### src/rtl/backend_pkg.sv
// backend_pkg: constants and types shared by the GigEx command backend.
//   CMD_LEN : default command word width in bits
//   NUM_CH  : number of GigEx user channels
//   chan_t  : GigEx channel index
package backend_pkg;

    localparam int CMD_LEN = 32;
    localparam int NUM_CH  = 8;

    typedef logic [$clog2(NUM_CH)-1:0] chan_t;

endpackage

### src/rtl/cmd_sync_fifo.sv
// cmd_sync_fifo: single-clock first-word fall-through FIFO with a registered head.
//   clk_i   : clock
//   rst_ni  : asynchronous active-low reset
//   push_i  : write din_i (ignored when full unless a pop happens in the same cycle)
//   din_i   : write data
//   full_o  : DEPTH words stored
//   pop_i   : consume the head word (ignored when empty)
//   dout_o  : head word, stable until popped
//   empty_o : no head word presented
//   free_o  : free word slots
module cmd_sync_fifo #(
    parameter int WIDTH = 32,
    parameter int DEPTH = 16
) (
    input  logic                       clk_i,
    input  logic                       rst_ni,
    input  logic                       push_i,
    input  logic [WIDTH-1:0]           din_i,
    output logic                       full_o,
    input  logic                       pop_i,
    output logic [WIDTH-1:0]           dout_o,
    output logic                       empty_o,
    output logic [$clog2(DEPTH):0]     free_o
);

    localparam int AW = $clog2(DEPTH);

    logic [WIDTH-1:0] mem_q [DEPTH];
    logic [AW-1:0]    wr_q, rd_q, rd_d;
    logic [AW:0]      cnt_q, cnt_d, left;
    logic             valid_q, do_push, do_pop;
    logic [WIDTH-1:0] dout_q;

    always_comb begin
        full_o  = cnt_q == (AW+1)'(DEPTH);
        do_pop  = pop_i & valid_q;
        do_push = push_i & (~full_o | do_pop);
        rd_d    = rd_q + AW'(do_pop);
        cnt_d   = cnt_q + (AW+1)'(do_push) - (AW+1)'(do_pop);
        // Words already in memory after this pop; a word written this cycle
        // reaches the head register one cycle later.
        left    = cnt_q - (AW+1)'(do_pop);
        free_o  = (AW+1)'(DEPTH) - cnt_q;
        empty_o = ~valid_q;
        dout_o  = dout_q;
    end

    always_ff @(posedge clk_i) begin
        if (do_push) mem_q[wr_q] <= din_i;
    end

    always_ff @(posedge clk_i or negedge rst_ni) begin
        if (!rst_ni) begin
            wr_q    <= '0;
            rd_q    <= '0;
            cnt_q   <= '0;
            valid_q <= 1'b0;
            dout_q  <= '0;
        end else begin
            wr_q    <= wr_q + AW'(do_push);
            rd_q    <= rd_d;
            cnt_q   <= cnt_d;
            valid_q <= left != '0;
            if (left != '0) dout_q <= mem_q[rd_d];
        end
    end

endmodule

### src/rtl/ethernet_rx_controller.sv
// ethernet_rx_controller: GigEx Rx byte stream to buffered CMD_LEN-bit command words.
//   clk, nrst           : clock, asynchronous active-low reset
//   Q, nRx, RC          : GigEx Rx byte, active-low valid, channel
//   nRF                 : per-channel active-low Rx FIFO full back to GigEx
//   cmd_valid/ready/data: command word stream, first byte in the MSBs
//   drop_cnt            : bytes seen on other channels
//   ovf_cnt             : completed words lost to a full buffer
//   frag_cnt            : partial words dropped by idle timeout
module ethernet_rx_controller
    import backend_pkg::*;
#(
    parameter int CMD_LEN    = backend_pkg::CMD_LEN,
    parameter int RX_CHANNEL = 0,
    parameter int FIFO_DEPTH = 16,
    parameter int SKID_WORDS = 2,
    parameter int TIMEOUT    = 1024,
    parameter int CNT_WIDTH  = 16
) (
    input  logic                 clk,
    input  logic                 nrst,
    input  logic [7:0]           Q,
    input  logic                 nRx,
    input  logic [2:0]           RC,
    output logic [NUM_CH-1:0]    nRF,
    output logic                 cmd_valid,
    input  logic                 cmd_ready,
    output logic [CMD_LEN-1:0]   cmd_data,
    output logic [CNT_WIDTH-1:0] drop_cnt,
    output logic [CNT_WIDTH-1:0] ovf_cnt,
    output logic [CNT_WIDTH-1:0] frag_cnt
);

    localparam int NB  = CMD_LEN / 8;
    localparam int IXW = $clog2(NB + 1);
    localparam int TW  = $clog2(TIMEOUT + 1);
    localparam int FW  = $clog2(FIFO_DEPTH) + 1;

    logic [7:0]           q_q;
    logic                 nrx_q;
    chan_t                rc_q;
    logic [CMD_LEN-1:0]   word_q, word_d;
    logic [IXW-1:0]       idx_q, idx_d;
    logic [TW-1:0]        idle_q, idle_d;
    logic [CNT_WIDTH-1:0] drop_q, ovf_q, frag_q;
    logic [NUM_CH-1:0]    nrf_q, nrf_d;
    logic                 hit, miss, last, push, pop, full, empty, timeout, ovf;
    logic [FW-1:0]        free;

    always_comb begin
        hit     = ~nrx_q & (rc_q == chan_t'(RX_CHANNEL));
        miss    = ~nrx_q & ~hit;
        last    = idx_q == IXW'(NB - 1);
        push    = hit & last;
        pop     = cmd_valid & cmd_ready;
        ovf     = push & full & ~pop;
        timeout = ~hit & (idx_q != '0) & (idle_q == TW'(TIMEOUT - 1));
        word_d  = hit ? CMD_LEN'({word_q, q_q}) : word_q;
        idx_d   = hit ? (last ? '0 : idx_q + 1'b1) : (timeout ? '0 : idx_q);
        // Idle time only matters while a word is partially assembled.
        idle_d  = (hit | timeout | idx_q == '0) ? '0 : idle_q + 1'b1;
        // Unused channels are never flagged full so GigEx drains them.
        nrf_d   = '1;
        nrf_d[RX_CHANNEL] = free >= FW'(SKID_WORDS);
    end

    always_ff @(posedge clk or negedge nrst) begin
        if (!nrst) begin
            q_q    <= '0;
            nrx_q  <= 1'b1;
            rc_q   <= '0;
            word_q <= '0;
            idx_q  <= '0;
            idle_q <= '0;
            nrf_q  <= '0;
            drop_q <= '0;
            ovf_q  <= '0;
            frag_q <= '0;
        end else begin
            q_q    <= Q;
            nrx_q  <= nRx;
            rc_q   <= RC;
            word_q <= word_d;
            idx_q  <= idx_d;
            idle_q <= idle_d;
            nrf_q  <= nrf_d;
            if (miss && ~&drop_q) drop_q <= drop_q + 1'b1;
            if (ovf && ~&ovf_q) ovf_q <= ovf_q + 1'b1;
            if (timeout && ~&frag_q) frag_q <= frag_q + 1'b1;
        end
    end

    cmd_sync_fifo #(
        .WIDTH(CMD_LEN),
        .DEPTH(FIFO_DEPTH)
    ) u_fifo (
        .clk_i  (clk),
        .rst_ni (nrst),
        .push_i (push),
        .din_i  (word_d),
        .full_o (full),
        .pop_i  (cmd_ready),
        .dout_o (cmd_data),
        .empty_o(empty),
        .free_o (free)
    );

    assign cmd_valid = ~empty;
    assign nRF       = nrf_q;
    assign drop_cnt  = drop_q;
    assign ovf_cnt   = ovf_q;
    assign frag_cnt  = frag_q;

endmodule
### config.mk
export PLATFORM = sky130hd
export DESIGN_NAME = ethernet_rx_controller
export DESIGN_NICKNAME = d
export VERILOG_FILES = /design/src/rtl/backend_pkg.sv /design/src/rtl/cmd_sync_fifo.sv /design/src/rtl/ethernet_rx_controller.sv
export SDC_FILE = /design/constraint.sdc
export NUM_CORES = 1
export LEC_CHECK = 0
export BUFFER_PORTS_ARGS = -buffer_cell sky130_fd_sc_hd__buf_2
export CORE_MARGIN = 1
export CORE_UTILIZATION = 45
export CTS_CLUSTER_SIZE = 14
export DETAILED_ROUTE_END_ITERATION = 7
export PLACE_DENSITY = 0.63
export SLEW_MARGIN = 10
export SYNTH_ARGS = -nofsm -noshare
export SYNTH_HDL_FRONTEND = slang
export SYNTH_SLANG_ARGS = --single-unit
### constraint.sdc
create_clock -name clk -period 8.9 [get_ports clk]
set_input_delay 0.89 -clock clk [delete_from_list [all_inputs] [get_ports clk]]
set_output_delay 0.89 -clock clk [all_outputs]
set_load 0.005 [all_outputs]
==> results of run 1 <==
## cell families after synthesis
logic type | synth area share
AOI/OAI and AO/OA | 0.0172
xor gates and xnor gates | 0.0203
adders and majority gates | 0.0114
buffers and inverters | 0.0186
DFF | 0.744
muxes | 0.152
other | 0.000145
and+or+nand+nor | 0.0357
## path summary, 6_finish.rpt
| kind | start | to | slack, ps | depth (start not counted) |
|---|---|---|---|---|
| setup reg to reg | u_fifo.valid_q | u_fifo.dout_o[19] | 5330 | 8 |
| hold / removal | nrst | idx_q[1] | 370 | 1 |
| hold reg to reg | frag_cnt[13] | frag_cnt[13] | 480 | 1 |
| max in group asynchronous | nrst | u_fifo.dout_o[17] | 7000 | 2 |
| setup / recovery | cmd_ready | u_fifo.dout_o[19] | 5320 | 9 |
| min in group clk | Q[1] | q_q[1] | 380 | 1 |
## Yosys cell counts (2+ instances only)
cell                       number  share of area
sky130_fd_sc_hd__nor4_1         4        0.00097
sky130_fd_sc_hd__and4_1         6         0.0020
sky130_fd_sc_hd__mux2_1         2        0.00087
sky130_fd_sc_hd__dfrtp_1      153           0.15
sky130_fd_sc_hd__buf_2         27         0.0052
sky130_fd_sc_hd__buf_1          2        0.00029
sky130_fd_sc_hd__a21oi_1        6         0.0012
sky130_fd_sc_hd__or3_1          3        0.00073
sky130_fd_sc_hd__nand2_1       24         0.0035
sky130_fd_sc_hd__mux4_2       128           0.11
sky130_fd_sc_hd__ha_1          22          0.011
sky130_fd_sc_hd__nor2_1        44         0.0064
sky130_fd_sc_hd__xor2_1        25         0.0085
sky130_fd_sc_hd__and3_1        11         0.0027
sky130_fd_sc_hd__nor3_1        16         0.0031
sky130_fd_sc_hd__inv_1         51         0.0074
sky130_fd_sc_hd__xnor2_1       35          0.012
sky130_fd_sc_hd__buf_4          9         0.0026
sky130_fd_sc_hd__a222oi_1      32          0.012
sky130_fd_sc_hd__nand2b_1       6         0.0015
sky130_fd_sc_hd__and3b_1        3         0.0010
sky130_fd_sc_hd__clkbuf_1      21         0.0031
sky130_fd_sc_hd__mux2_2        34          0.015
sky130_fd_sc_hd__and2_1         2        0.00048
sky130_fd_sc_hd__nand4_1       18         0.0044
sky130_fd_sc_hd__mux2i_1       64          0.025
sky130_fd_sc_hd__o21ai_0        3        0.00058
sky130_fd_sc_hd__nand3_1       25         0.0048
sky130_fd_sc_hd__nor2b_1        4        0.00097
sky130_fd_sc_hd__edfxtp_1     512           0.60
## placed cells by master, fill, tap and decap left out, drive strengths merged, types with 3 or more instances in the layout
cell type	instances
edfxtp	512
dfrtp	153
buf	129
mux4	128
clkbuf	110
mux2i	64
inv	52
nor2	44
mux2	36
xnor2	35
a222oi	32
nand3	25
xor2	25
nand2	24
ha	22
nand4	19
nor3	17
clkinv	12
and3	11
a21oi	6
nand2b	6
and4	6
nor4	5
nor2b	4
or3	3
and3b	3
o21ai	3
## per-stage QoR
step | cells | total power (uW)
after floorplan | 1311 | 6070
after global placement | 2137 | 6830
after detailed placement | 2137 | 6890
after CTS | 2261 | 9650
after global routing | 2261 | 9980
final | 2261 | 9540
## cell type report
cell class / instances / area, um2 / share of cell area
Tap cell: 756 / 946 / 0.0320
Multi-Input combinational cell: 535 / 6290 / 0.213
Sequential cell: 666 / 19200 / 0.651
Timing Repair Buffer: 129 / 717 / 0.0243
Clock inverter: 14 / 129 / 0.00436
Inverter: 51 / 191 / 0.00648
Clock buffer: 110 / 2040 / 0.0689
## worst max-delay path, delay by kind of cell
kind                     cells  cell delay (ps)
AO/OA/AOI/OAI                1              360
adder cells (fa/ha/maj)      2             1030
buffers and inverters        3             1170
AND/OR/NAND/NOR              1               60
multiplexers                 2              450
## where the power goes
group | internal [uW] | switching (uW)
sequential | 3790 | 163
combinational | 1320 | 1520
clock | 1600 | 1150
## registers in the layout, summed over array words and instances (netlist names), 3 cells and up
| name | count |
|---|---|
| u_fifo.mem_q | 512 |
| drop_cnt | 16 |
| idx_q | 3 |
| word_q | 32 |
| u_fifo.rd_q | 4 |
| u_fifo.dout_o | 32 |
| rc_q | 3 |
| u_fifo.wr_q | 4 |
| q_q | 8 |
| u_fifo.cnt_q | 5 |
| ovf_cnt | 16 |
| idle_q | 11 |
| frag_cnt | 16 |
## per-layer routing
metal,track usage,share of wire
met1,0.269,0.43
met2,0.318,0.49
met3,0.0381,0.058
met4,0.0446,0.017
met5,0,0
==> results.toml, run 1 <==
[critical_path]
critPathArrivalTime_ps = 4070
start_kind = "input pin"
cp_data_required_time_ps = 9380
timing.critical_path.cells = "buf_2 > nand2_1 > inv_1 > ha_4 > ha_4 > buf_4 > mux4_2 > mux2i_1 > a222oi_1"
cell_at_the_slowest_stage_of_the_critical_path = "sky130_fd_sc_hd__buf_4"
critPathMostFrequentCell = "sky130_fd_sc_hd__ha_4"
critical-path-max-stage-delay_ps = 980
crit_type = "in -> reg"
endpoint_class_of_the_critical_path = "register"
path_max_fanout = 74

[clock_tree]
worst_skew_pair.late_latency_ps = 610
cts_sinks = 666
clock_tree.htree_level_count = 3
clk_pin_slew_ps = 60
cts_hold_buf = 0
tritoncts = "yes"
maximum_buffer_depth_of_the_clock_tree = 3
cts_setup_buffers = 0
cts_buffers = 69
post_cts_resized = 0
ctsRootBufferMaster = "sky130_fd_sc_hd__clkbuf_16"

[global_routing]
initial_antenna_violation_count = 0
grt_max_degree = 84
via_count_of_the_first_global_routing_pass = 13000
grt_remaining_overflow = 0
grt_pass1_wl_mm = 83.2
grt_usage = 0.194

[logic_synthesis]
synth_enable_flop_cells = 512
seq_area_frac_synth = 0.744
postSynthCellCount = 1311
synth_area_um2 = 25800
synthFlopType = "sky130_fd_sc_hd__edfxtp_1"
synth_cell_types = 49
postSynth.asyncResetShare = 0.231
synth_fp_nets = 1349
yosys_register_bits = 666
avgSynthCellArea_um2 = 19.7
ys.warnings.count = 0

[timing]
final-hold-violation-count = 0
finalCritPeriodShare = 0.403
max-slew-margin-rel = 0.267
setup-violations-final = 0
finClkSkew_ps = 24.3
grt_setup_unrepaired = "false"
report.final.slew_viol_count = 0
worstMarginPinSlew_ps = 1100
setup_ws_ps = 5320
max_clock_freq_mhz = 279
worst_hold_slack_ps = 367
finalCriticalPeriod_ps = 3580
setup_tns_ps = 0

[final_layout]
antenna-diode-count = 0
final_cell_area_um2 = 29500
final_core_util = 0.522
drive_above_1_share = 0.274
areaGrowthSynthToFinish_pct = 14.4
design.final.nets = 1490
fillCellCount = 4447

[run]
timing.max_cap.violations = 0

[floorplan]
design.die.area_um2 = 58400
coreArea_um2 = 56600
floorplan.die.width_um = 242
io_pins = 104
cell_rows = 87
start_util = 0.456
die_height_um = 242

[route]
route.final.wire_length_mm = 55.8
first_drt_pass_iteration_count = 5
detail_route.wl_per_cell_um = 24.7
drt_drc_violations_left = 0
drt-vias-per-instance = 5.64
post_drt_antenna_nets = 0
route.vias.total = 12800
first_iter_violations = 1140

[placement]
dp_worst_setup_slack_ps = 4620
port_buffers = 103
place.detailed.hpwl_mm = 28.1
dpl-instance-area_um2 = 27400
routability_congestion_estimate_from_global_placement = 0.741

[min_path]
timing.hold.worst.class = "in -> async"

[power]
power.density_nw_per_um2 = 323
worst_ir_drop_vdd_uv = 191
static-leakage-power_uw = 0.0107

[run_status]
run_status = "complete, no violations"
(Power assumes the default switching activity.)
==> inputs of run 2 (changes only) <==
--- a/config.mk
+++ b/config.mk
@@ -10,7 +10,7 @@
 export CORE_UTILIZATION = 45
 export CTS_CLUSTER_SIZE = 14
 export DETAILED_ROUTE_END_ITERATION = 7
-export PLACE_DENSITY = 0.63
+export PLACE_DENSITY = 0.66
 export SLEW_MARGIN = 10
 export SYNTH_ARGS = -nofsm -noshare
 export SYNTH_HDL_FRONTEND = slang
==> constraint.sdc (replaced) <==
create_clock -name clk -period 3.2 [get_ports clk]
set_input_delay 0.32 -clock clk [delete_from_list [all_inputs] [get_ports clk]]
set_output_delay 0.32 -clock clk [all_outputs]
set_load 0.005 [all_outputs]
==> results.toml, run 2 (synthesis gave the netlist of run 1 again) <==
[run_status]
run_status = "complete, no violations"

[placement]
place.detailed.hpwl_mm = 31.0
dp_worst_setup_slack_ps = 276
port_buffers = 103
routability_congestion_estimate_from_global_placement = 0.776

[critical_path]
worstSetupStartpoint = "u_fifo.cnt_q[1]"
critical-path-max-stage-delay_ps = 430
timing.rr.start = "u_fifo.cnt_q[1]"
endpoint_class_of_the_critical_path = "register"
cp_data_required_time_ps = 3440
critPathArrivalTime_ps = 3120
path_max_fanout = 17
timing.critical_path.cells = "inv_1 > ha_1 > and2_1 > ha_1 > a21bo_2 > nand3_1 > inv_1 > nand3_1 > nor2_4 > buf_4"
start_kind = "register"
crit_type = "reg -> reg"
cell_at_the_slowest_stage_of_the_critical_path = "sky130_fd_sc_hd__dfrtp_1"

[final_layout]
regMostFlops = "u_fifo.mem_q"
design.final.nets = 1522
drive_above_1_share = 0.283
commonest_non_fill_non_tap_cell_in_the_layout = "sky130_fd_sc_hd__edfxtp_1"
antenna-diode-count = 0
final_core_util = 0.532
areaGrowthSynthToFinish_pct = 16.7
most_frequent_cells_in_the_layout = "sky130_fd_sc_hd__edfxtp_1, sky130_fd_sc_hd__dfrtp_1, sky130_fd_sc_hd__mux4_2"
largest_register_ffs = 512

[global_routing]
grt_use_met2 = 0.303
use_met3 = 0.0372
grt_use_met1 = 0.257
grt_max_degree = 81
busiest_layer = "met2"
grt_pass1_wl_mm = 81.3
initial_antenna_violation_count = 0
via_count_of_the_first_global_routing_pass = 13100
grt_remaining_overflow = 0
grt_usage = 0.186

[clock_tree]
ctsRootBufferMaster = "sky130_fd_sc_hd__clkbuf_16"
tritoncts = "yes"
cts_hold_buf = 13
worst_skew_pair.late_latency_ps = 610
cts_buffers = 69
cts_setup_buffers = 0
clock_tree.htree_level_count = 3
post_cts_resized = 0
maximum_buffer_depth_of_the_clock_tree = 3
clk_pin_slew_ps = 60
cts_sinks = 666

[route]
drt_drc_violations_left = 0
first_drt_pass_iteration_count = 5
detail_route.wl_per_cell_um = 23.1
route.final.wire_length_mm = 53.0
first_iter_violations = 1188
post_drt_antenna_nets = 0
drt-vias-per-instance = 5.57
route.vias.total = 12800

[timing]
finClkSkew_ps = 29.2
max_clock_freq_mhz = 347
final-hold-violation-count = 0
max-slew-margin-rel = 0.355
finalCriticalPeriod_ps = 2880
worst_hold_slack_ps = 356
grt_setup_unrepaired = "false"
finalCritPeriodShare = 0.901
setup_ws_ps = 318
setup-violations-final = 0
worstMarginPinSlew_ps = 963
report.final.slew_viol_count = 0

[floorplan]
start_util = 0.456
floorplan.die.width_um = 242
io_pins = 104
coreArea_um2 = 56600
design.die.area_um2 = 58400
cell_rows = 87
die_height_um = 242

[power]
static-leakage-power_uw = 0.0109
power.density_nw_per_um2 = 902
worst_ir_drop_vdd_uv = 654

[min_path]
timing.hold.worst.class = "in -> reg"
min_from = "Q[2]"

[run]
timing.max_cap.violations = 0
-- run 2: final timing paths --
kind / to / slack (ps) / cells after the start
setup / recovery: u_fifo.mem_q[11][13] / 320 / 10
hold / removal: q_q[2] / 360 / 2
setup reg to reg: u_fifo.mem_q[11][13] / 320 / 10
hold reg to reg: ovf_cnt[10] / 490 / 1
max in group asynchronous: u_fifo.dout_o[17] / 2060 / 3
min in group asynchronous: drop_cnt[1] / 370 / 2
-- run 2: metrics by stage --
| stage | area, um2 | std cells | power (uW) | setup TNS (ps) |
|---|---|---|---|---|
| CTS | 30100 | 2292 | 27600 | 0 |
| global placement | 27800 | 2156 | 19500 | 0 |
| finish | 30100 | 2292 | 27200 | 0 |
| detailed placement | 27800 | 2156 | 19600 | 0 |
| global route | 30100 | 2292 | 28500 | 0 |
| floorplan | 25900 | 1311 | 16900 | -46920 |
-- run 2: final cells by class --
type / count / area, um2
well taps: 756 / 946
multi-input cells: 535 / 6320
flip-flops and latches: 666 / 19200
repair buffers: 161 / 1210
inverters: 51 / 191
clock inverters: 26 / 282
fillers: 4411 / 26500
clock buffers: 97 / 1960
-- run 2: layer usage --
layer	part of all wire	routed length [um]
met4	0.018	962
met5	0	0
met1	0.43	23000
met2	0.49	26100
met3	0.057	3020
-- run 2: worst max-delay path, delay by kind of cell (launching register included) --
| family | cells | cell delay, ps |
|---|---|---|
| simple gates | 4 | 840 |
| compound gates | 1 | 190 |
| buf+inv | 3 | 660 |
| fa+ha+maj | 2 | 390 |
| flops | 1 | 430 |
-- run 2: power breakdown --
part           internal (uW)  leakage [uW]  total (uW)  switching [uW]
Clock                   4670       0.00109        7850            3180
Sequential             10500       0.00659       11000             477
Combinational           3940       0.00325        8320            4380
==> inputs of run 3 (changes only) <==
--- a/config.mk
+++ b/config.mk
@@ -10,6 +10,7 @@
 export CORE_UTILIZATION = 45
 export CTS_CLUSTER_SIZE = 14
 export DETAILED_ROUTE_END_ITERATION = 7
+export GPL_TIMING_DRIVEN = 0
 export PLACE_DENSITY = 0.66
 export SLEW_MARGIN = 10
 export SYNTH_ARGS = -nofsm -noshare
==> results.toml, run 3 (synthesis gave the netlist of run 1 again) <==
[run_status]
run_status = "complete, no violations"

[floorplan]
design.die.area_um2 = 58400
start_util = 0.456
die_height_um = 242
floorplan.die.width_um = 242
coreArea_um2 = 56600
io_pins = 104
cell_rows = 87

[clock_tree]
maximum_buffer_depth_of_the_clock_tree = 3
cts_buffers = 69
tritoncts = "yes"
cts_sinks = 666
worst_skew_pair.late_latency_ps = 610
ctsRootBufferMaster = "sky130_fd_sc_hd__clkbuf_16"
clock_tree.htree_level_count = 3
clk_pin_slew_ps = 60

[timing]
max_clock_freq_mhz = 326
final-hold-violation-count = 0
finClkSkew_ps = 27.4
worstMarginPinSlew_ps = 1100
max-slew-margin-rel = 0.269
finalCriticalPeriod_ps = 3070
finalCritPeriodShare = 0.959
grt_setup_unrepaired = "false"
report.final.slew_viol_count = 0
setup-violations-final = 0

[critical_path]
cp_data_required_time_ps = 3620
r2r-end = "u_fifo.dout_o[26]"
path_max_fanout = 10
timing.critical_path.cells = "nand2_1 > inv_1 > ha_1 > ha_1 > nand2b_1 > a21boi_0 > o31a_1 > clkbuf_1 > a222oi_1"
critPathArrivalTime_ps = 3490
critical-path-max-stage-delay_ps = 730
critPathMostFrequentCell = "sky130_fd_sc_hd__ha_1"
rr_worst_depth = 9
ff_to_ff_setup_slack_ps = 130
endpoint_class_of_the_critical_path = "register"
crit_type = "reg -> reg"
cell_at_the_slowest_stage_of_the_critical_path = "sky130_fd_sc_hd__clkbuf_1"
timing.rr.start = "u_fifo.valid_q"
start_kind = "register"

[final_layout]
layout.area.seq_um2 = 19200
final-instance-count-excl-fill = 2361
antenna-diode-count = 0
multi_input_gate_area_um2 = 6270
fillCellCount = 4357
most_frequent_cells_in_the_layout = "sky130_fd_sc_hd__edfxtp_1, sky130_fd_sc_hd__dfrtp_1, sky130_fd_sc_hd__buf_2, sky130_fd_sc_hd__mux4_2, sky130_fd_sc_hd__clkbuf_16"
drive_above_1_share = 0.304
commonest_non_fill_non_tap_cell_in_the_layout = "sky130_fd_sc_hd__edfxtp_1"
design.final.nets = 1590
largest_register_ffs = 512
regMostFlops = "u_fifo.mem_q"
areaGrowthSynthToFinish_pct = 18.5

[power]
power.switching_uw = 8440
power.share.clock = 0.288
power_uw = 27300
sw_frac_of_total = 0.309
share_comb_of_total_power = 0.311
p_int_uw = 18800
worst_ir_drop_vdd_uv = 462
power.share.sequential = 0.401
power.density_nw_per_um2 = 891
static-leakage-power_uw = 0.0112

[route]
first_iter_violations = 1333
route.vias.total = 13300
detail_route.wl_per_cell_um = 24.2
post_drt_antenna_nets = 0
route.final.wire_length_mm = 57.1
drt_drc_violations_left = 0
first_drt_pass_iteration_count = 8
drt-vias-per-instance = 5.63

[global_routing]
grt_pass1_wl_mm = 86.3
via_count_of_the_first_global_routing_pass = 13500
initial_antenna_violation_count = 0
grt_remaining_overflow = 0
grt_usage = 0.200
grt_max_degree = 89

[min_path]
whs_path_depth = 4
min_from = "cmd_ready"
worstHoldEndpoint = "u_fifo.rd_q[0]"
timing.hold.worst.class = "in -> reg"

[placement]
post-place-cells = 2191
port_buffers = 103
place.detailed.hpwl_mm = 35.3
routability_congestion_estimate_from_global_placement = 0.752

[run]
timing.max_cap.violations = 0
[run 3: worst max-delay path, delay by kind of cell (launching register included)]
family	cells	cell delay [ps]
DFF	1	390
and+or+nand+nor	2	210
adders and majority gates	2	490
AOI/OAI and AO/OA	3	990
buffers and inverters	2	810
[run 3: routing by layer]
layer  up-vias  track usage  wire length (um)
met2       519        0.318             27800
met1      6958        0.279             24000
met5         -            0                 0
met3        99       0.0432              4130
li1       5705            -                 -
met4         0       0.0547              1270
[run 3: how the worst max path moves through the flow]
stage | cells after the start | to | startpoint
after floorplan | 8 | u_fifo.mem_q[12][0] | u_fifo.cnt_q[2]
after global placement | 5 | u_fifo.mem_q[4][25] | rc_q[1]
after detailed placement | 6 | u_fifo.mem_q[4][25] | rc_q[0]
after CTS | 7 | u_fifo.mem_q[13][17] | rc_q[0]
after global routing | 10 | u_fifo.dout_o[15] | u_fifo.valid_q
final | 9 | u_fifo.dout_o[26] | u_fifo.valid_q
[run 3: metrics by stage]
stage               hold slack, ps  area (um2)  worst slack (ps)  TNS (ps)  utilization
floorplan                     24.4       25900              -300    -46920            -
global placement               428       27300             -2500  -1015220        0.483
detailed placement             321       27800              -316    -46790        0.492
CTS                            196       30600              20.7         0        0.540
global route                   253       30600              15.2         0        0.541
finish                         217       30600               130         0        0.541
[run 3: area by class of cell]
type                    instances  area share
repair buffers                170      0.0475
clock buffers                  97      0.0635
well taps                     756      0.0309
multi-input cells             535       0.205
clock inverters                27     0.00903
plain buffers                  59     0.00981
inverters                      51     0.00625
flip-flops and latches        666       0.628
[run 3: what timing repair did]
item                                   in CTS  in global routing
resized for setup                           6                  9
pin swaps                                  13                  2
setup endpoints to repair                 352                396
endpoints found under the hold margin      77                  0
hold buffers                               13                  0
setup buffers                              29                  4
[run 3: power by group through the flow]
| stage | Combinational [uW] | Clock (uW) | Sequential, uW |
|---|---|---|---|
| 2_1_floorplan | 5900 | 0 | 11000 |
| 4_1_cts | 8630 | 8000 | 10900 |
| 5_1_grt | 9180 | 8330 | 11000 |
| 6_report | 8490 | 7870 | 10900 |
| 3_3_place_gp | 8330 | 0 | 11100 |
| 3_5_place_dp | 8550 | 0 | 11100 |
